`config.mk`:
```
export PLATFORM = sky130hd
export DESIGN_NAME = wb_stage
export DESIGN_NICKNAME = d
export VERILOG_FILES = /design/src/rtl/wb_stage.sv
export SDC_FILE = /design/constraint.sdc
export NUM_CORES = 1
export LEC_CHECK = 0
export ABC_AREA = 1
export CORE_AREA = 2 2 134 149
export CTS_BUF_LIST = sky130_fd_sc_hd__clkbuf_2 sky130_fd_sc_hd__clkbuf_4 sky130_fd_sc_hd__clkbuf_8
export DETAILED_ROUTE_END_ITERATION = 8
export DIE_AREA = 0 0 136 151
export PLACE_DENSITY = 0.78
export REMOVE_ABC_BUFFERS = 1
export SETUP_SLACK_MARGIN = 0.15
export SYNTH_ARGS = -nofsm -noshare
export SYNTH_HDL_FRONTEND = slang
export SYNTH_SLANG_ARGS = --single-unit
```
`constraint.sdc`:
```
create_clock -name CLK -period 1.5 [get_ports CLK]
set_input_delay 0.3 -clock CLK [delete_from_list [all_inputs] [get_ports CLK]]
set_output_delay 0.3 -clock CLK [all_outputs]
set_load 0.03 [all_outputs]
```
`src/rtl/wb_stage.sv`:
```
// rtl/wb_stage.sv - MIPS writeback stage: W register, result mux, HI/LO, retire counter
//
// Purpose:
//   Holds the instruction leaving the memory stage for one cycle, selects the
//   GPR write data, owns the architectural HI/LO pair written by divides and
//   counts retired instructions.
//
// Optional feature macro: HILO_BYPASS_EN
//   When defined, HiW/LoW show a divide result sitting in W in the same cycle.
//   When undefined, HiW/LoW show only the stored HI/LO registers.
//
// Ports:
//   CLK, RST          clock, synchronous active-high reset
//   StallW, FlushW    hold / bubble control for the W register (flush wins)
//   ValidM .. DivLoM  memory-stage outputs captured into W
//   RegWriteW         qualified GPR write enable (suppressed for $0 and bubbles)
//   WriteRegW         GPR write address
//   ResultW           GPR write data
//   HiW, LoW          architectural HI/LO
//   RetireCount       instructions retired, wraps silently

module wb_stage #(
  parameter int DATA_W = 32,
  parameter int REG_AW = 5,
  parameter int RET_W  = 32
) (
  input  logic              CLK,
  input  logic              RST,
  input  logic              StallW,
  input  logic              FlushW,
  input  logic              ValidM,
  input  logic              RegWriteM,
  input  logic              MemtoRegM,
  input  logic [DATA_W-1:0] RD,
  input  logic [DATA_W-1:0] ALUOutM,
  input  logic [REG_AW-1:0] WriteRegM,
  input  logic              HasDivM,
  input  logic [DATA_W-1:0] DivHiM,
  input  logic [DATA_W-1:0] DivLoM,
  output logic              RegWriteW,
  output logic [REG_AW-1:0] WriteRegW,
  output logic [DATA_W-1:0] ResultW,
  output logic [DATA_W-1:0] HiW,
  output logic [DATA_W-1:0] LoW,
  output logic [RET_W-1:0]  RetireCount
);

  // W pipeline register fields
  logic              valid_q,     valid_d;
  logic              reg_write_q, reg_write_d;
  logic              memto_reg_q, memto_reg_d;
  logic [DATA_W-1:0] read_data_q, read_data_d;
  logic [DATA_W-1:0] alu_out_q,   alu_out_d;
  logic [REG_AW-1:0] write_reg_q, write_reg_d;
  logic              has_div_q,   has_div_d;
  logic [DATA_W-1:0] div_hi_q,    div_hi_d;
  logic [DATA_W-1:0] div_lo_q,    div_lo_d;

  // Architectural state
  logic [DATA_W-1:0] hi_q,      hi_d;
  logic [DATA_W-1:0] lo_q,      lo_d;
  logic [RET_W-1:0]  ret_cnt_q, ret_cnt_d;

  logic div_commit;
  logic retire;

  assign div_commit = valid_q & has_div_q;
  // The instruction in W leaves whenever W is not stalled; a flush that
  // arrives at the same edge still counts it, since it already completed.
  assign retire     = valid_q & ~StallW;

  always_comb begin
    valid_d     = valid_q;
    reg_write_d = reg_write_q;
    memto_reg_d = memto_reg_q;
    read_data_d = read_data_q;
    alu_out_d   = alu_out_q;
    write_reg_d = write_reg_q;
    has_div_d   = has_div_q;
    div_hi_d    = div_hi_q;
    div_lo_d    = div_lo_q;

    if (FlushW) begin
      valid_d     = 1'b0;
      reg_write_d = 1'b0;
      memto_reg_d = 1'b0;
      read_data_d = '0;
      alu_out_d   = '0;
      write_reg_d = '0;
      has_div_d   = 1'b0;
      div_hi_d    = '0;
      div_lo_d    = '0;
    end else if (!StallW) begin
      valid_d     = ValidM;
      reg_write_d = RegWriteM;
      memto_reg_d = MemtoRegM;
      read_data_d = RD;
      alu_out_d   = ALUOutM;
      write_reg_d = WriteRegM;
      has_div_d   = HasDivM;
      div_hi_d    = DivHiM;
      div_lo_d    = DivLoM;
    end

    // A stalled divide rewrites the same value each cycle, which is harmless.
    hi_d = div_commit ? div_hi_q : hi_q;
    lo_d = div_commit ? div_lo_q : lo_q;

    ret_cnt_d = retire ? ret_cnt_q + {{(RET_W-1){1'b0}}, 1'b1} : ret_cnt_q;
  end

  always_ff @(posedge CLK) begin
    if (RST) begin
      valid_q     <= 1'b0;
      reg_write_q <= 1'b0;
      memto_reg_q <= 1'b0;
      read_data_q <= '0;
      alu_out_q   <= '0;
      write_reg_q <= '0;
      has_div_q   <= 1'b0;
      div_hi_q    <= '0;
      div_lo_q    <= '0;
      hi_q        <= '0;
      lo_q        <= '0;
      ret_cnt_q   <= '0;
    end else begin
      valid_q     <= valid_d;
      reg_write_q <= reg_write_d;
      memto_reg_q <= memto_reg_d;
      read_data_q <= read_data_d;
      alu_out_q   <= alu_out_d;
      write_reg_q <= write_reg_d;
      has_div_q   <= has_div_d;
      div_hi_q    <= div_hi_d;
      div_lo_q    <= div_lo_d;
      hi_q        <= hi_d;
      lo_q        <= lo_d;
      ret_cnt_q   <= ret_cnt_d;
    end
  end

  assign ResultW     = memto_reg_q ? read_data_q : alu_out_q;
  // Writes to $0 are dropped here so the register file needs no special case.
  assign RegWriteW   = reg_write_q & valid_q & (write_reg_q != '0);
  assign WriteRegW   = write_reg_q;
  assign RetireCount = ret_cnt_q;

`ifdef HILO_BYPASS_EN
  assign HiW = div_commit ? div_hi_q : hi_q;
  assign LoW = div_commit ? div_lo_q : lo_q;
`else
  assign HiW = hi_q;
  assign LoW = lo_q;
`endif

endmodule

```
* Yosys cells after proc, flatten, opt, wreduce, memory -nomap -nowiden *
Cells that the tools add are included.

word-level totals
  output and inout bits = 134
  ROM bits = 0
  memory bits (writable) = 0
  logic and storage cells = 21
  bits in registers = 233
  latch bits = 0
  input bits = 141
  memories kept = 0

cells by class
  multipliers = 0
  add/subtract/negate cells = 1
  bitwise operators = 5
  divide/modulo/power cells = 0
  order comparisons = 0
  equal/unequal tests = 0
  shifts and indexed selects = 0
  reductions and logical operators = 2
  muxes and demuxes = 1

operators with widths
  operator                                        number
  adder 32 x 1 -> 32 bit (second input constant)  1
  two-way mux 32 bit                              1
  nonzero test 5 bit                              1
  bitwise AND 1 bit                               4
  OR reduction 2 bit                              1
  inverter 1 bit                                  1

* Longest topological paths before layout *
  depth after elaboration = 2
  depth in mapped cells = 10
  mapped depth without buffers = 9

* Least setup slack after synthesis *
OpenSTA, ideal clock, no wires.

  path type = reg2out
  start = register memto_reg_q
  end = output port ResultW[23]
  required time = 1.200 ns
  cell stages (with the launch flop) = 4
  arrival time = 1.350 ns
  buffers on the path = 2
  slack = -0.150 ns
  path through = dfxtp_1 -> clkbuf_1 -> clkbuf_1 -> o21ai_0

on the way
  longest elaborated chain between the ends = 1

ends and longest elaborated chain
  element                 line  text
  from (decl)             51    logic memto_reg_q, memto_reg_d;
  from (signal assigned)  129   memto_reg_q <= memto_reg_d;
  two-way mux 32 bit      142   assign ResultW = memto_reg_q ? read_data_q : alu_out_q;
  to (decl)               42    output logic [DATA_W-1:0] ResultW,

No other way between the ends.

* Worst setup path in the final report *
  start = register memto_reg_q
  end = output port ResultW[11]

The elaborated chain is that of the path after synthesis.

==> PnR_summary.wiki <==
{| class="wikitable"
! Metric !! Value
|-
| Synthesis warning total || 0
|-
| Static leakage power || 0.00570 µW
|-
| Die extent in x || 136 µm
|-
| Post-layout power || 14100 µW
|-
| Detail Route Antenna Nets || 0
|-
| Initial standard-cell utilization of the core || 47.5%
|-
| Cell count after synthesis || 1222
|-
| Leading area contributor after synthesis || dfxtp_1
|-
| Startpoint type of the worst setup path || register
|-
| Fmax achieved || 548 MHz
|-
| Clk slew on worst S/H paths || 0.06 ns
|-
| Vias in the first global route || 8875
|-
| Portion of the post-synthesis area used by sequential elements || 51.8%
|-
| Final net count || 1673
|-
| Clock tree sinks || 233
|-
| Final Non-Filler Cells || 1808
|-
| Clock network latency to the later pin of the worst-skew pair || 0.53 ns
|-
| Root Driver || clkbuf_8
|-
| Initial antenna violation count || 1
|-
| Count of input and output buffers || 274
|-
| Chip height || 151 µm
|-
| Number of remaining DRC errors || 0
|-
| Share of post-route cells with drive strength above 1 || 29.1%
|-
| Peak supply drop || 1.01 mV
|-
| Layout overhead on the synthesized area || 56.8%
|-
| Max cap viols || 0
|-
| Total congestion overflow || 0
|-
| Slew headroom || 76.6%
|-
| Global-route wire length before repair || 44.0 mm
|-
| Drt pass-1 iters || 6
|-
| Final weighted congestion of routability-driven global placement || 0.901
|-
| Worst Setup End Kind || output port
|-
| RSZ-0062 raised after global routing || yes
|-
| Total number of vias || 9138
|-
| Routed Wire Length || 28.6 mm
|-
| CTS H-tree lvls || 2
|-
| Power density over the cells || 995 nW/µm²
|-
| Proportion of netlist area held by the largest area contributor || 51.8%
|-
| Max Root-Sink Buffers || 3
|-
| Failing checks || setup timing
|-
| Final Slew Violations || 0
|-
| Via count normalized by instance count || 5.05
|-
| Post-layout worst setup margin || -0.325 ns
|-
| Number of hold-slack violations in the final timing report || 0
|-
| HPWL after DPL || 18.6 mm
|-
| Maximum net fanout on the critical path || 8
|-
| TritonCTS buffer count || 38
|-
| Cell Rows || 53
|-
| TritonCTS clock tree || built
|-
| Post-Synthesis Cell Area || 9010 µm²
|-
| Main area contributors after synthesis || dfxtp_1 52%, nand2_1 13%, nor2_1 9.0%
|-
| Layout Skew || 0.0126 ns
|-
| CTS Hold Bufs || 0
|-
| Area of the die || 20500 µm²
|-
| Crit path time final || 1.83 ns
|-
| Drt wl/cell || 15.8 µm
|-
| Fin Hold WS || 0.305 ns
|-
| Largest net degree at the start of global routing || 66
|-
| Number of setup violations in the final report || 33
|-
| Result of the run || finished, violations left
|-
| Data required time of the worst path || 1.20 ns
|-
| Mean post-synth cell area || 7.37 µm²
|-
| Initial DRC Count || 448
|-
| Data arrival time of the critical path || 1.53 ns
|-
| Number of distinct library cells after synthesis || 31
|-
| Setup Crit Path Kind || register to output port
|-
| Transition at the pin with the smallest max-transition slack || 0.350 ns
|-
| Fraction of the core area covered by cells at the end of the flow || 74.5%
|-
| Area of the placeable core || 19000 µm²
|-
| Ports placed on the boundary || 275
|-
| Number of synthesized register bits || 233
|-
| Total global routing track utilization || 27.1%
|-
| Fin crit share || 122%
|-
| # placed instances || 1712
|-
| Sum of negative setup slack || -7.89 ns
|-
| HP Class || primary input to register
|}
## stage by stage
| stage | area [µm²] | setup slack, ns |
|---|---|---|
| after floorplan | 8710 | -0.599 |
| after global routing | 14100 | -0.368 |
| after CTS | 13700 | -0.311 |
| final | 14100 | -0.325 |
| after detailed placement | 12200 | -0.176 |
| after global placement | 12200 | -0.115 |
## layout by cell type (no fill, tap or decap), types with 21 or more instances in the layout
cell type        instances
a211oi_1                32
o21ai_1                 21
clkdlybuf4s50_1        139
nor2_1                 205
dfxtp_1                140
inv_1                   65
nand2_1                287
buf_4                   56
clkbuf_8                57
buf_6                  131
a21oi_1                116
dfxtp_2                 73
o21ai_0                 68
## path summary, 6_finish.rpt
kind	startpoint	endpoint	slack, ns	cells after the start
min reg2reg	div_lo_q[18]	div_lo_q[18]	0.46	2
max	memto_reg_q	ResultW[11]	-0.33	5
max reg2reg	RetireCount[0]	RetireCount[29]	0.10	9
min	StallW	div_hi_q[31]	0.30	4
## where the power goes
group | switching (µW) | internal [µW] | total, µW
sequential | 68.4 | 6290 | 6360
clock | 2510 | 3860 | 6370
combinational | 660 | 669 | 1330
total | 3240 | 10800 | 14100
## worst max-delay path, cell delays in order, from the launching register on
cell and delay [ns]:
dfxtp_4 0.40, buf_12 0.15, buf_16 0.15, nand2_2 0.05
o21ai_1 0.07, buf_4 0.18
## Yosys cell counts (all sizes together)
library cell	instances
a211oi	32
a21oi	116
and2	1
buf	17
clkbuf	58
clkinv	1
dfxtp	233
ha	1
inv	71
nand2	313
nand2b	1
nand3	27
nand4	7
nor2	224
nor3	5
nor3b	1
o21ai	109
o21bai	1
or2	1
xnor2	1
xor2	2
## flip-flops by register name, summed over array words and instances (netlist names)
register,count
valid_q,1
div_hi_q,32
memto_reg_q,1
RetireCount,32
read_data_q,32
HiW,32
LoW,32
reg_write_q,1
WriteRegW,5
has_div_q,1
alu_out_q,32
div_lo_q,32
## per-layer routing
layer  global-route usage, %  vias to the layer above  part of all wire (%)
met3                    8.90                       74                   8.7
li1                        -                     4540                     -
met4                    10.8                        0                   3.7
met2                    48.2                      345                    51
met5                       0                        -                     0
met1                    29.8                     4179                    37
## cell type report
cell class | instances | area, µm²
Inverter | 72 | 280
Fill cell | 1417 | 4840
Antenna cell | 1 | 2.50
Tap cell | 247 | 309
Clock buffer | 64 | 837
Timing Repair Buffer | 344 | 3670
Clock inverter | 5 | 75.1
Multi-Input combinational cell | 842 | 4120
Sequential cell | 233 | 4830
## repair_timing
item	4_1_cts	5_1_grt
pin swaps	18	27
hold endpoints to repair	0	0
setup endpoints to repair	154	122
setup buffers	14	9
cloned	3	0
gates resized for setup	844	123
## kinds of logic after synthesis
| logic type | synth area share, % |
|---|---|
| buffers and inverters | 6.36 |
| flip-flops | 51.8 |
| AND/OR/NAND/NOR | 26.2 |
| AO/OA/AOI/OAI | 15.2 |
| adder cells (fa/ha/maj) | 0.139 |
| XOR/XNOR | 0.292 |
(Power assumes the default switching activity.)
